File: src/rtl/uart_pkg.sv
// Shared UART definitions: transmit FSM states, parity-type encodings and the
// default frame data width.
package uart_pkg;

  typedef enum logic [2:0] {
    IDLE,
    START,
    DATA,
    PARITY,
    STOP
  } uart_tx_state_t;

  localparam logic PAR_EVEN = 1'b0;
  localparam logic PAR_ODD  = 1'b1;

  localparam int DATA_WIDTH_DEF = 8;

endpackage

File: src/rtl/uart_tx_serializer.sv
// Data shift-out helper for uart_tx: holds the frame's data word and the bit
// counter, and reports the line level that the next edge must present.
module uart_tx_serializer
  import uart_pkg::*;
#(
  parameter int DATA_WIDTH = DATA_WIDTH_DEF
) (
  input  logic                  clk,
  input  logic                  rst,
  input  logic                  i_load,
  input  logic [DATA_WIDTH-1:0] i_data,
  input  logic                  i_en,
  output logic                  o_next_bit,
  output logic                  o_ser_done
);

  localparam int CW = $clog2(DATA_WIDTH);

  logic [DATA_WIDTH-1:0] r_data;
  logic [CW-1:0]         r_bit_cnt;
  logic                  w_last;
  logic [CW-1:0]         w_next_cnt;

  assign w_last     = (r_bit_cnt == CW'(DATA_WIDTH - 1));
  assign w_next_cnt = w_last ? '0 : r_bit_cnt + 1'b1;

  always_ff @(posedge clk or posedge rst) begin
    if (rst) begin
      r_data    <= '0;
      r_bit_cnt <= '0;
    end else begin
      if (i_load) r_data <= i_data;
      if (i_en)   r_bit_cnt <= w_next_cnt;
    end
  end

  // Outside DATA the next data bit can only be bit 0 (entry from START).
  assign o_next_bit = i_en ? r_data[w_next_cnt] : r_data[0];
  assign o_ser_done = i_en && w_last;

endmodule

File: src/rtl/uart_tx.sv
// UART frame transmitter clocked at the bit rate: start, LSB-first data,
// optional parity, stop. Outputs are registered from the next-state value.
module uart_tx
  import uart_pkg::*;
#(
  parameter int DATA_WIDTH = DATA_WIDTH_DEF
) (
  input  logic                  clk,
  input  logic                  rst,
  input  logic [DATA_WIDTH-1:0] P_DATA,
  input  logic                  Data_Valid,
  input  logic                  Par_En,
  input  logic                  Par_Typ,
  output logic                  TX_OUT,
  output logic                  Busy
);

  uart_tx_state_t r_state, w_next_state;
  logic           r_par_en;
  logic           r_par_bit;
  logic           w_accept;
  logic           w_ser_en;
  logic           w_ser_done;
  logic           w_next_bit;
  logic           w_next_line;

  assign w_accept = Data_Valid && (r_state == IDLE);
  assign w_ser_en = (r_state == DATA);

  uart_tx_serializer #(.DATA_WIDTH(DATA_WIDTH)) u_ser (
    .clk        (clk),
    .rst        (rst),
    .i_load     (w_accept),
    .i_data     (P_DATA),
    .i_en       (w_ser_en),
    .o_next_bit (w_next_bit),
    .o_ser_done (w_ser_done)
  );

  always_ff @(posedge clk or posedge rst) begin
    if (rst) begin
      r_state   <= IDLE;
      r_par_en  <= 1'b0;
      r_par_bit <= 1'b0;
      TX_OUT    <= 1'b1;
      Busy      <= 1'b0;
    end else begin
      r_state <= w_next_state;
      TX_OUT  <= w_next_line;
      Busy    <= (w_next_state != IDLE);
      if (w_accept) begin
        r_par_en  <= Par_En;
        r_par_bit <= (^P_DATA) ^ (Par_Typ == PAR_ODD);
      end
    end
  end

  always_comb begin
    w_next_state = r_state;
    w_next_line  = 1'b1;
    case (r_state)
      IDLE:    if (Data_Valid) w_next_state = START;
      START:   w_next_state = DATA;
      DATA:    if (w_ser_done) w_next_state = r_par_en ? PARITY : STOP;
      PARITY:  w_next_state = STOP;
      STOP:    w_next_state = IDLE;
      default: w_next_state = IDLE;
    endcase
    case (w_next_state)
      START:   w_next_line = 1'b0;
      DATA:    w_next_line = w_next_bit;
      PARITY:  w_next_line = r_par_bit;
      default: w_next_line = 1'b1;
    endcase
  end

endmodule

File: config.mk
export PLATFORM = sky130hd
export DESIGN_NAME = uart_tx
export DESIGN_NICKNAME = d
export VERILOG_FILES = /design/src/rtl/uart_pkg.sv /design/src/rtl/uart_tx_serializer.sv /design/src/rtl/uart_tx.sv
export SDC_FILE = /design/constraint.sdc
export NUM_CORES = 1
export LEC_CHECK = 0
export BUFFER_PORTS_ARGS = -buffer_cell sky130_fd_sc_hd__buf_4
export CAP_MARGIN = 30
export CORE_MARGIN = 4
export CORE_UTILIZATION = 40
export CTS_CLUSTER_DIAMETER = 100
export DETAILED_ROUTE_END_ITERATION = 8
export GPL_TIMING_DRIVEN = 0
export PLACE_DENSITY = 0.62
export SLEW_MARGIN = 30
export SYNTH_ARGS = -nofsm -noshare
export SYNTH_HDL_FRONTEND = slang
export SYNTH_HIERARCHICAL = 1
export SYNTH_SLANG_ARGS = --single-unit
File: constraint.sdc
create_clock -name clk -period 2.4 [get_ports clk]
set_input_delay 0.36 -clock clk [delete_from_list [all_inputs] [get_ports clk]]
set_output_delay 0.36 -clock clk [all_outputs]
set_load 0.005 [all_outputs]
# Yosys cells after proc, flatten, opt, wreduce, memory -nomap -nowiden
# Cells that the tools add are included.
# word_totals
reg_bits,18
word_cells,31
romBits,0
latchBits,0
mem_bits_rw,0
inputBits,13
memories,0
# classes
reduce_logical,5
eq_ne,7
n_mux,9
multipliers,0
bitwise_logic,1
shift,0
addsub,1
n_div,0
order_cmp,1
# op_table
cell,count
3-bit by 2-bit equality test with 1-bit output (second input constant),4
3-bit 2-to-1 mux,4
3-bit one-hot mux with 4 select lines,1
8-bit parity,1
3-bit by 1-bit equality test with 1-bit output (second input constant),2
3-bit by 4-bit less-than comparator with 1-bit output (second input constant),1
3-bit by 1-bit adder with 3-bit output (second input constant),1
1-bit binary-select mux with 3-bit select,1
3-bit equality test (second input constant),1
3-bit zero test,1
1-bit one-hot mux with 3 select lines,1
3-bit nonzero test,1
1-bit logical AND,2
1-bit 2-to-1 mux,2
1-bit XOR,1

# Longest topological paths before layout
# logic_depth
ltp_word,6
ltp_mapped,8
ltp_nobuf,8

# Modules after synthesis
# Netlist, hierarchy kept.
# modules_own_cells
mod,cells_each,seq_area_each_um2,area_per_inst_um2,n_inst
uart_tx_serializer,39,275.3,544.3,1
uart_tx,34,176.4,407.9,1

# Worst setup path after synthesis
# Ideal clock, no wire load.
# synth_path
path_kind,register -> register
start,register r_state[2]
end,register Busy
t_arrival_ns,1.860
setup_ns,0.131
path_stages_with_launch,7
slack_ns,0.409
t_required_ns,2.269
period_less_slack_ns,1.991
cell_sequence,dfrtp_1 nor3b_1 and2_1 nand2b_1 a21oi_2 nor2_1 or3_1
# synth_between
elab_chain_len,5
# synth_lines
item,line,text
"start, declared",uart_tx.sv:18,"uart_tx_state_t r_state, w_next_state;"
"start signal, assigned",uart_tx.sv:48,r_state <= w_next_state;
3-bit by 2-bit equality test with 1-bit output,uart_tx.sv:28,assign w_ser_en = (r_state == DATA);
net w_ser_en,uart_tx.sv:22,logic w_ser_en;
1-bit logical AND,uart_tx_serializer.sv:39,assign o_ser_done = i_en && w_last;
net w_ser_done,uart_tx.sv:23,logic w_ser_done;
3-bit 2-to-1 mux,uart_tx.sv:64,DATA: if (w_ser_done) w_next_state = r_par_en ? PARITY : STOP;
3-bit one-hot mux with 4 select lines,uart_tx.sv:61,case (r_state)
net w_next_state[1],uart_tx.sv:18,
3-bit nonzero test,uart_tx.sv:50,Busy <= (w_next_state != IDLE);
"end signal, assigned",uart_tx.sv:50,
"end, declared",uart_tx.sv:15,output logic Busy
# The timed path passes the listed nets, and every way through them passes these cells.
# A chain may end at the register's enable or synchronous reset.

# Worst setup path after layout
# layout_path
start,register r_state[2]
end,register TX_OUT
# layout_between
elab_chain_len,6
# layout_lines
item,line,text
3-bit by 2-bit equality test with 1-bit output *,uart_tx.sv:28,
net w_ser_en,uart_tx.sv:22,
1-bit logical AND *,uart_tx_serializer.sv:39,
net w_ser_done,uart_tx.sv:23,
3-bit 2-to-1 mux *,uart_tx.sv:64,
3-bit one-hot mux with 4 select lines *,uart_tx.sv:61,
net w_next_state[0],uart_tx.sv:18,
3-bit by 2-bit equality test with 1-bit output or 3-bit by 1-bit equality test with 1-bit output (tied branches),uart_tx.sv:69,case (w_next_state)
1-bit one-hot mux with 3 select lines *,uart_tx.sv:69,
net w_next_line,uart_tx.sv:25,logic w_next_line;
"end signal, assigned",uart_tx.sv:49,TX_OUT <= w_next_line;
"end, declared",uart_tx.sv:14,"output logic TX_OUT,"
# Mark *: on every way through the listed nets, which the timed path passes. The rest lies on a longest branch.

==> run_results.csv <==
group,metric,value,unit
pwr,powerDensity,1226,mW/mm^2
detailed_routing,route.met2.wl,804,um
pwr,clkPwrFrac,13.3,%
clock_tree,clk_latency,0.29,ns
synthesis,syn_area,952.2,sq um
global_routing,grt_pass1_vias,663,
floorplan,start_util,42.63,%
global_routing,antenna_found_initial,0,
clock_tree,path_clk_slew,0.10,ns
place,io_buffers,14,
sta,setup_viol,0,
synthesis,synth-seq-cells,18,
pwr,swShare,33.89,%
sta,rsz0062_at_grt,"no",
clock_tree,cts_buffers,3,
setup_path,crit_chain,"nor3b_2 -> and2_1 -> nand3_1 -> a211oi_2 -> nand2_1 -> o32ai_1",
synthesis,yosys_warnings,6,
setup_path,worst_setup_path_end_kind,"flop",
setup_path,critPathBufInv,0,
detailed_routing,drc_errors,0,
detailed_routing,drt_iter0_markers,4,
detailed_routing,dr_wl_met3,65,um
setup_path,required,2.61,ns
place,gp_congestion,0.7302,
global_routing,grt_overflow,0,
floorplan,die_w,56.79,um
synthesis,syn_area_per_cell,13.04,sq um
setup_path,crit_type,"reg2reg",
detailed_routing,drt-vias-per-instance,5.108,
detailed_routing,top_layer_used,"met4",
setup_path,slowest_stage,"dfrtp_1",
setup_path,crit_family,"simple AND/OR/NAND/NOR gates",
sta,fin_crit_sh,84.56,%
floorplan,pin_count,15,
floorplan,row_count,17,
run,maxCapViolations,0,
setup_path,critPathLaunchType,"flop",
detailed_routing,num_vias,613,
clock_tree,cts_tree,"done",
detailed_routing,drt-met1-wl,636,um
sta,hold_violations,0,
hold_path,hold_path.class,"in2reg",
final_layout,drive_above_1_share,43.48,%
final_layout,nets,108,
synthesis,syn-num-nets,88,
synthesis,yosysSeqAreaShare,47.44,%
floorplan,core-area,0.002233,sq mm
sta,slew_violations,0,
floorplan,die_h,56.79,um
sta,worstMarginPinSlew,0.4901,ns
place,hpwl,1222,um
clock_tree,cts-root-buf,"clkbuf_4",
pwr,switching_power,475.0,uW
pwr,p_int,926.7,uW
synthesis,synth_cell_types,31,
global_routing,grt_use_total,11.05,%
place,placed_cells,115,
sta,min_period,2.029,ns
setup_path,crit_arrival,2.24,ns
pwr,p_comb_share,46.7,%
final_layout,layout.cells.non_filler,120,
sta,timing.fmax,0.4927,GHz
final_layout,antennaDiodeCount,0,
pwr,seqPwrFrac,40.0,%
clock_tree,clock_path_buffers,2,
sta,skew,0.007389,ns
setup_path,max_stage_delay,0.48,ns
synthesis,postSynthCellCount,73,
pwr,ir_worst_vdd,585.0,uV
global_routing,grt_pass1_wl,2753,um
global_routing,grt_max_degree,12,
outcome,run_status,"finished clean",
detailed_routing,wirelength,1536,um
sta,slew_headroom,67.18,%
clock_tree,numClockSinks,18,
final_layout,area_growth,20.11,%
detailed_routing,antenna_left,0,
pwr,leakagePower,0.0005089,uW
clock_tree,post_cts_buffers,0,
setup_path,worstPathMaxFanout,7,
clock_tree,htreeDepth,1,
floorplan,dieArea,0.003225,sq mm
detailed_routing,post_drt_wl_per_cell,12.80,um
sta,tns,0,ns
detailed_routing,drtPass1Iterations,2,
==> registers in the layout, indices dropped and copies added (netlist names) <==
name and count:
Busy 1, TX_OUT 1, r_par_en 1, u_ser/r_bit_cnt 3, u_ser/r_data 8, r_par_bit 1, r_state 3
==> per-layer routing <==
layer | vias to the layer above | GRT usage [%]
li1 | 297 | -
met1 | 300 | 11.27
met2 | 12 | 20.13
met3 | 4 | 2.989
met4 | 0 | 5.960
met5 | - | 0
==> path summary, 6_finish.rpt <==
kind	cells after the start	startpoint	slack (ns)	end
worst min register to register	1	u_ser/r_data[3]$_DFFE_PP0P_	0.52	u_ser/r_data[3]$_DFFE_PP0P_
worst max-delay path	6	r_state[2]$_DFF_PP0_	0.37	TX_OUT$_DFF_PP1_
max in group asynchronous	3	rst	1.49	u_ser/r_bit_cnt[0]$_DFFE_PP0P_
worst min-delay path	2	Par_En	0.28	r_par_en$_DFFE_PP0P_
min in group asynchronous	3	rst	0.54	Busy$_DFF_PP0_
worst max register to register	6	r_state[2]$_DFF_PP0_	0.37	TX_OUT$_DFF_PP1_
==> cells in the mapped netlist <==
master    count  area (sq um)
a211o_1       1         8.760
a211oi_2      1         12.51
a21oi_1       2         10.01
a21oi_2       1         8.760
a41oi_2       1         16.27
and2_1        1         6.260
buf_2         1         5.000
dfrtp_1      17         425.4
dfstp_2       1         26.28
ha_1          2         25.02
inv_1         3         11.26
mux2_1        2         22.52
mux2_2       11         123.9
mux2_4        1         15.01
mux2i_1       2         20.02
nand2_1       1         3.750
nand2b_1      4         25.02
nand3_1       2         10.01
nand3b_1      1         7.510
nor2_1        1         3.750
nor2_4        1         11.26
nor2b_1       2         12.51
nor3_1        1         5.000
nor3_2        1         10.01
nor3b_1       2         15.01
o32ai_1       1         8.760
or3_1         2         12.51
xnor2_1       3         26.28
xnor2_2       2         32.53
xnor3_1       1         22.52
xor2_1        1         8.760
==> cells by family (layout without fill, tap and decap cells) <==
family                     after synthesis  after routing  synth area share, %
and+or+nand+nor                         19             19                12.88
buffers and inverters                    4             23                1.708
xor gates and xnor gates                 7              7                9.462
AOI/OAI and AO/OA                        7              7                6.834
adders and majority gates                2              2                2.628
DFF                                     18             18                47.44
muxes                                   16             16                19.05
==> cell type report <==
cell class              count  area (sq um)
plain buffers               1         5.005
well taps                  28         35.03
repair buffers             15         115.1
multi-input cells          51         489.2
flip-flops and latches     18         451.7
inverters                   3         11.26
fillers                   215          1090
clock buffers               4         36.28
==> cell usage in the layout, fill, tap and decap left out, types with 2 or more instances in the layout <==
cell,instances
or3_1,2
nand3_1,2
a21oi_1,2
xnor2_1,3
dfrtp_1,17
xnor2_2,2
mux2_2,11
mux2i_1,2
inv_1,3
ha_1,2
mux2_1,2
nor2b_1,2
nand2b_1,4
buf_4,14
clkbuf_4,3
==> through the flow <==
step,hold WS (ns),utilization [%],setup slack [ns],instance area [sq um],power [uW]
floorplan,0.1627,-,0.4086,952.2,1070
global placement,0.3128,48.91,0.09322,1092,1204
detailed placement,0.3211,48.91,0.03865,1092,1227
CTS,0.2792,50.98,0.01420,1139,1418
global route,0.2792,51.20,0.1827,1144,1518
finish,0.2847,51.20,0.3705,1144,1402
==> repair_timing <==
action,in CTS,in global routing
endpoints found under the setup margin,0,2
hold buffers,1,0
resized for setup,0,1
hold endpoints to repair,6,0
==> power by group through the flow <==
stage	Combinational, uW	Clock [uW]	Sequential (uW)
2_1_floorplan	526	0	543
3_3_place_gp	640	0	564
3_5_place_dp	658	0	569
4_1_cts	663	194	561
6_report	655	186	561
5_1_grt	724	207	587
No activity file was read; power rests on OpenSTA's default activity.
